## src/rtl/fetch_unit_if.sv

```systemverilog
// Instruction-memory read port shared by the fetch unit and its memory.
// The fetch unit is the master: it raises MemReq with MemAddr and holds
// both until the memory answers with MemValid/MemData.
interface fetch_unit_if;
  logic        MemReq;
  logic [31:0] MemAddr;
  logic [15:0] MemData;
  logic        MemValid;

  modport master (
    output MemReq,
    output MemAddr,
    input  MemData,
    input  MemValid
  );

  modport slave (
    input  MemReq,
    input  MemAddr,
    output MemData,
    output MemValid
  );
endinterface

```

## src/rtl/fetch_unit.sv

```systemverilog
// Instruction fetch unit.
// Reads 16-bit instruction words from instruction memory at PcCurrent and
// assembles them into a 32-bit IrOut for decode. PcNext feeds the external
// PC register, which loads it every cycle, so the PC only advances in the
// cycle the final word of an instruction is accepted (or on a redirect).
//
// Optional feature: define FETCH_IMM_EN to support two-word instructions,
// marked by bit IMM_FLAG_BIT of the first word. Without it every
// instruction is one word, IrOut[31:16] is always zero and IMM_FLAG_BIT is
// ignored.
module fetch_unit #(
  parameter int IMM_FLAG_BIT = 15
) (
  input  logic        Clk,
  input  logic        Rst,
  input  logic [31:0] PcCurrent,
  output logic [31:0] PcNext,
  input  logic        Stall,
  input  logic        BranchTaken,
  input  logic [31:0] BranchTarget,
  fetch_unit_if.master mem,
  output logic [31:0] IrOut,
  output logic        IrValid
);

  typedef enum logic [1:0] {
    IDLE     = 2'd0,
    FETCH_LO = 2'd1,
`ifdef FETCH_IMM_EN
    FETCH_HI = 2'd2,
`endif
    DONE     = 2'd3
  } state_t;

  state_t      state;
  logic        isTwoWord;
  logic [31:0] pcIncrement;

`ifdef FETCH_IMM_EN
  // The immediate flag travels in the first word as it arrives.
  assign isTwoWord = mem.MemData[IMM_FLAG_BIT];
`else
  // Single-word build: the flag bit carries no meaning.
  logic unusedImmFlag;
  assign unusedImmFlag = mem.MemData[IMM_FLAG_BIT];
  assign isTwoWord     = 1'b0;
`endif

  // Next-PC selection: redirect wins, otherwise advance by the instruction
  // length in the cycle its final word is accepted, otherwise hold.
  always_comb begin
    // NOTE: every always_comb output gets a default first so no path leaves
    // it unassigned, which would infer a latch.
    pcIncrement = 32'd0;
    if (!Rst && mem.MemValid) begin
      case (state)
        FETCH_LO: if (!isTwoWord) pcIncrement = 32'd1;
`ifdef FETCH_IMM_EN
        FETCH_HI: pcIncrement = 32'd2;
`endif
        default:  pcIncrement = 32'd0;
      endcase
    end
    // 32-bit addition wraps naturally, so 0xFFFFFFFF + 1 gives 0.
    PcNext = BranchTaken ? BranchTarget : (PcCurrent + pcIncrement);
  end

  // Fetch sequencer with registered memory request and instruction outputs.
  always_ff @(posedge Clk) begin
    // NOTE: sequential state uses non-blocking assignments so every register
    // samples pre-edge values regardless of statement order.
    if (Rst) begin
      state       <= IDLE;
      IrOut       <= 32'd0;
      IrValid     <= 1'b0;
      mem.MemReq  <= 1'b0;
      mem.MemAddr <= 32'd0;
    end else if (BranchTaken) begin
      // Abandon whatever is in flight; a word arriving this cycle is dropped.
      state      <= IDLE;
      IrValid    <= 1'b0;
      mem.MemReq <= 1'b0;
    end else begin
      case (state)
        IDLE: begin
          if (!Stall) begin
            state       <= FETCH_LO;
            mem.MemReq  <= 1'b1;
            mem.MemAddr <= PcCurrent;
          end
        end

        FETCH_LO: begin
          // Stall is deliberately ignored here: an issued read always completes.
          if (mem.MemValid) begin
            IrOut <= {16'h0000, mem.MemData};
            if (isTwoWord) begin
`ifdef FETCH_IMM_EN
              state       <= FETCH_HI;
              mem.MemAddr <= PcCurrent + 32'd1;
`endif
            end else begin
              state      <= DONE;
              mem.MemReq <= 1'b0;
              IrValid    <= 1'b1;
            end
          end
        end

`ifdef FETCH_IMM_EN
        FETCH_HI: begin
          if (mem.MemValid) begin
            IrOut[31:16] <= mem.MemData;
            state        <= DONE;
            mem.MemReq   <= 1'b0;
            IrValid      <= 1'b1;
          end
        end
`endif

        DONE: begin
          // PcCurrent already advanced at the accept edge, so the next fetch
          // issues straight from here with no IDLE bubble.
          if (!Stall) begin
            state       <= FETCH_LO;
            mem.MemReq  <= 1'b1;
            mem.MemAddr <= PcCurrent;
            IrValid     <= 1'b0;
          end
        end

        default: begin
          state      <= IDLE;
          mem.MemReq <= 1'b0;
          IrValid    <= 1'b0;
        end
      endcase
    end
  end

endmodule

```

## src/flat_wrapper.sv

```systemverilog
// flat-port wrapper written by rule: the top's interface ports become plain ports
module fetch_unit_flat 
#(
  parameter int IMM_FLAG_BIT = 15
)
  (Clk, Rst, PcCurrent, PcNext, Stall, BranchTaken, BranchTarget, IrOut, IrValid, mem_MemReq, mem_MemAddr, mem_MemData, mem_MemValid);
  fetch_unit_if mem_i ();
  input  logic Clk;
  input  logic Rst;
  input  logic [31:0] PcCurrent;
  output logic [31:0] PcNext;
  input  logic Stall;
  input  logic BranchTaken;
  input  logic [31:0] BranchTarget;
  output logic [31:0] IrOut;
  output logic IrValid;
  output wire logic [$bits(mem_i.MemReq)-1:0] mem_MemReq;
  output wire logic [$bits(mem_i.MemAddr)-1:0] mem_MemAddr;
  input wire logic [$bits(mem_i.MemData)-1:0] mem_MemData;
  input wire logic [$bits(mem_i.MemValid)-1:0] mem_MemValid;
  assign mem_MemReq = mem_i.MemReq;
  assign mem_MemAddr = mem_i.MemAddr;
  assign mem_i.MemData = mem_MemData;
  assign mem_i.MemValid = mem_MemValid;
  fetch_unit #(.IMM_FLAG_BIT(IMM_FLAG_BIT)) u_core (.Clk(Clk), .Rst(Rst), .PcCurrent(PcCurrent), .PcNext(PcNext), .Stall(Stall), .BranchTaken(BranchTaken), .BranchTarget(BranchTarget), .mem(mem_i), .IrOut(IrOut), .IrValid(IrValid));
endmodule
```

## config.mk

```make
export PLATFORM = sky130hd
export DESIGN_NAME = fetch_unit_flat
export DESIGN_NICKNAME = d
export VERILOG_FILES = /design/src/rtl/fetch_unit_if.sv /design/src/rtl/fetch_unit.sv /design/src/flat_wrapper.sv
export SDC_FILE = /design/constraint.sdc
export NUM_CORES = 1
export LEC_CHECK = 0
export BUFFER_PORTS_ARGS = -buffer_cell sky130_fd_sc_hd__buf_2
export CAP_MARGIN = 20
export CORE_UTILIZATION = 48
export CTS_CLUSTER_SIZE = 40
export DETAILED_ROUTE_END_ITERATION = 8
export PLACE_DENSITY = 0.88
export REMOVE_ABC_BUFFERS = 1
export SETUP_SLACK_MARGIN = 0.1
export SYNTH_ARGS = -nofsm -noshare
export SYNTH_HDL_FRONTEND = slang
export SYNTH_SLANG_ARGS = --single-unit
```

## constraint.sdc

```tcl
create_clock -name Clk -period 9.2 [get_ports Clk]
set_input_delay 2.76 -clock Clk [delete_from_list [all_inputs] [get_ports Clk]]
set_output_delay 2.76 -clock Clk [all_outputs]
set_load 0.03 [all_outputs]
```

==> summary.txt <==
Outcome
  – Status: complete, no violations

Logic synthesis
  – Synthesized flop and latch total: 52
  – Post-synth top area cell: dfxtp_1
  – Cells after Synth: 456
  – Post-synthesis async set-or-reset flop share: 0%
  – Post-synth EDFFs: 0
  – Top-area cell type share of the netlist area: about 33%
  – Ys flop type: dfxtp_1
  – Ys Warns: 0
  – Seq/Total Area, Yosys: 33.1%
  – Post-Syn Area per Cell: 6.91 sq um
  – Count of different cell masters after synthesis: 40
  – Cell Area, Synth: 3150 sq um
  – Area contributors post-synth: dfxtp_1, nand2_1, a21oi_1, buf_4, nor2_1

Final layout
  – Nets: between 600 and 700
  – Syn-to-layout area delta: 28.7%
  – Final instance area: 4050 sq um
  – Share of cells above drive strength 1: 30.6%
  – Number of filler cells placed in the layout: 597
  – Diode count: 0
  – End-of-flow core utilization: 63.8%

STA
  – Final Cycle Share: 87.1%
  – Final min period: between 8 and 9 ns
  – # setup viols final: 0
  – Hold Vio Cnt, Final: 0
  – Fmax: ~120 MHz
  – Setup TNS: 0 ns
  – Final Worst Setup Slack: around 1.2 ns
  – Slew headroom: 34.3%
  – Worst Tran Pin Value: ~0.98 ns
  – Max-slew violations: 0
  – Min Hold Slack: 0.457 ns
  – Clock skew: roughly 0.0082 ns
  – RSZ-0062 raised after global routing: no

Routing
  – DRT antenna net count: 0
  – Routed vias/inst: roughly 5.3
  – Drt pass-1 iters: 4
  – Wire length after detailed routing: between 9000 and 10000 microns
  – Initial DRC count: 137
  – Via count: 3625
  – DR WL/cell: ~14 microns
  – Remaining DRCs: 0

Clocking
  – Root buffer cell: clkbuf_8
  – Reg clk slew, reported paths: 0.10 ns
  – Clock Latency Late Sink: around 0.31 ns
  – CTS tree: built
  – H-tree depth: 2
  – Hold_buf cts: 0
  – Sink Count: 52
  – CTS max path bufs: 2
  – PostCTS Resize Cnt: 0
  – Total setup buffers inserted after CTS: 0
  – TritonCTS buffer count: 5

Floorplan
  – Cell Rows: 29
  – Core Footprint: 6350 sq um
  – Initial Util: 49.6%
  – Die area: just under 7000 sq um
  – DIE WIDTH: around 83 microns
  – Overall die height: 83 microns
  – Ports: around 180

Placed design
  – Routability Congestion: 0.804
  – Buffers on Ports: about 170
  – Setup WS pre-CTS: 1.18 ns
  – DP Area: 3950 sq um
  – Post-DP HPWL: 6830 microns

Critical path
  – Critical path data arrival time: roughly 5.3 ns
  – Crit Path Category: in -> out
  – Crit Reg-Reg Endpoint: u_core.mem.MemAddr[19]
  – CP max FO: 9
  – CP startpoint kind: input pin
  – R2r setup slk: 7.15 ns
  – Worst setup EP type: output pin
  – Worst reg-to-reg path cell count: 6
  – Worst R2R Start: u_core.state[0]
  – CP startpoint: mem_MemValid
  – Required @ worst endpoint: 6.44 ns
  – Worst setup endpoint: PcNext[28]

Global routing
  – First-pass GRT wire length: around 15000 microns
  – M3 GR Usage: 3.98%
  – Global route hottest layer: met2
  – Met1 Track Usage GR: 31.3%
  – Number of global-route vias before repair: 3414
  – Global route total overflow: 0
  – Pin count of the biggest net entering global routing: between 60 and 70
  – Initial antenna violation count: 0
  – GRT Util Overall: a little over a quarter
  – GR Layer Usage met2: 47.9%

Pwr
  – Power density over the cells: about 130 nW/um^2
  – Worst IR Drop VDD: 0.0000720 V
  – Leakage: 0.00184 uW

Run
  – Max Cap Viol: 0

Hold path
  – Hold Crit Class: reg -> reg
-- synthesized netlist by cell type, types with 2 or more instances --
master     number
and3_1          2
inv_1          16
a2111oi_0       2
mux2_2          2
or2_2           2
and4_1          3
a311o_1         5
buf_4          16
clkbuf_1       25
nand4b_1        2
a31oi_1         8
nor4_1          6
or4_1           5
xor2_1          2
xnor2_1        12
o21ai_0        18
dfxtp_1        52
nor3_1          9
nand3_1        16
buf_2           2
nand4_1        15
or3_1           5
o31ai_1         2
a21oi_1        51
nor2b_1         2
nand2_1       124
ha_1            7
o41ai_1         2
nor2_1         30
a221o_1         3
-- stage by stage --
| stage | std cells | total power, uW |
|---|---|---|
| after CTS | 683 | 530 |
| after floorplan | 427 | 329 |
| after global placement | 675 | 388 |
| after global routing | 684 | 553 |
| after detailed placement | 675 | 391 |
| final | 684 | 528 |
-- report_power, final --
part,internal (uW),switching [uW]
logic,45.7,104
clock network,54.9,85.3
registers,234,4.34
-- sequential cells by signal, indices dropped and copies added, names as in the netlist --
signal,flops
u_core.mem.MemAddr,32
u_core.IrOut,16
u_core.state,2
u_core.IrValid,1
u_core.mem.MemReq,1
-- worst max-delay path: stages --
cell and delay [ns]:
buf_2 0.11, nand2_1 0.07, nor2_1 0.11, ha_1 0.25
ha_1 0.23, nand4_1 0.10, buf_4 0.18, or4_1 0.55
or4_1 0.50, a31oi_1 0.16, buf_2 0.22
-- cell usage in the layout, fill, tap and decap left out, types with 2 or more instances in the layout --
cell / n
buf_2: 166
nand2_1: 124
dfxtp_1: 52
a21oi_1: 51
nor2_1: 30
o21ai_0: 18
nand3_1: 16
inv_1: 16
conb_1: 16
nand4_1: 15
xnor2_1: 12
a31oi_1: 8
nor3_1: 8
ha_1: 7
nor4_1: 6
or4_1: 5
a311o_1: 5
or3_1: 5
clkbuf_8: 5
buf_4: 5
a221o_1: 3
and4_1: 3
nor2b_1: 2
or2_2: 2
o31ai_1: 2
and3_1: 2
o41ai_1: 2
nand4b_1: 2
xor2_1: 2
mux2_2: 2
a2111oi_0: 2
-- layout make-up --
cell class | count | area, sq um | area share [%]
multi-input cells | 358 | 1880 | 46.3
well taps | 77 | 96.3 | 2.38
flip-flops and latches | 52 | 1040 | 25.7
clock inverters | 3 | 22.5 | 0.556
repair buffers | 172 | 883 | 21.8
clock buffers | 5 | 68.8 | 1.70
inverters | 17 | 63.8 | 1.57
-- worst min path at each step --
stage          slack (ns)                   from  depth (start not counted)               endpoint
3_5_place_dp         0.45  u_core.mem.MemAddr[5]                          2  u_core.mem.MemAddr[5]
3_3_place_gp         0.44       u_core.IrOut[12]                          2       u_core.IrOut[12]
6_report             0.46  u_core.mem.MemAddr[4]                          2  u_core.mem.MemAddr[4]
5_1_grt              0.48        u_core.IrOut[4]                          2        u_core.IrOut[4]
2_1_floorplan        0.52        u_core.state[0]                          2        u_core.state[0]
4_1_cts              0.46  u_core.mem.MemAddr[5]                          2  u_core.mem.MemAddr[5]
-- logic make-up (layout without fill, tap and decap cells) --
logic type               Yosys count  after routing  synth area share [%]
AND/OR/NAND/NOR                  225            225                  32.6
AO/OA/AOI/OAI                     93             93                  17.2
buffers and inverters             61            197                  9.26
flip-flops                        52             52                  33.1
XOR/XNOR                          14             14                  3.89
adder cells (fa/ha/maj)            7              7                  2.78
multiplexers                       3              3                  1.03
other                              1             16                 0.119
-- metal layers --
| metal | vias up | share of wire, % |
|---|---|---|
| met5 | - | 0 |
| met4 | 0 | 1.3 |
| met3 | 13 | 6.0 |
| met2 | 133 | 52 |
| met1 | 1642 | 41 |
| li1 | 1837 | - |
(Power assumes the default switching activity.)
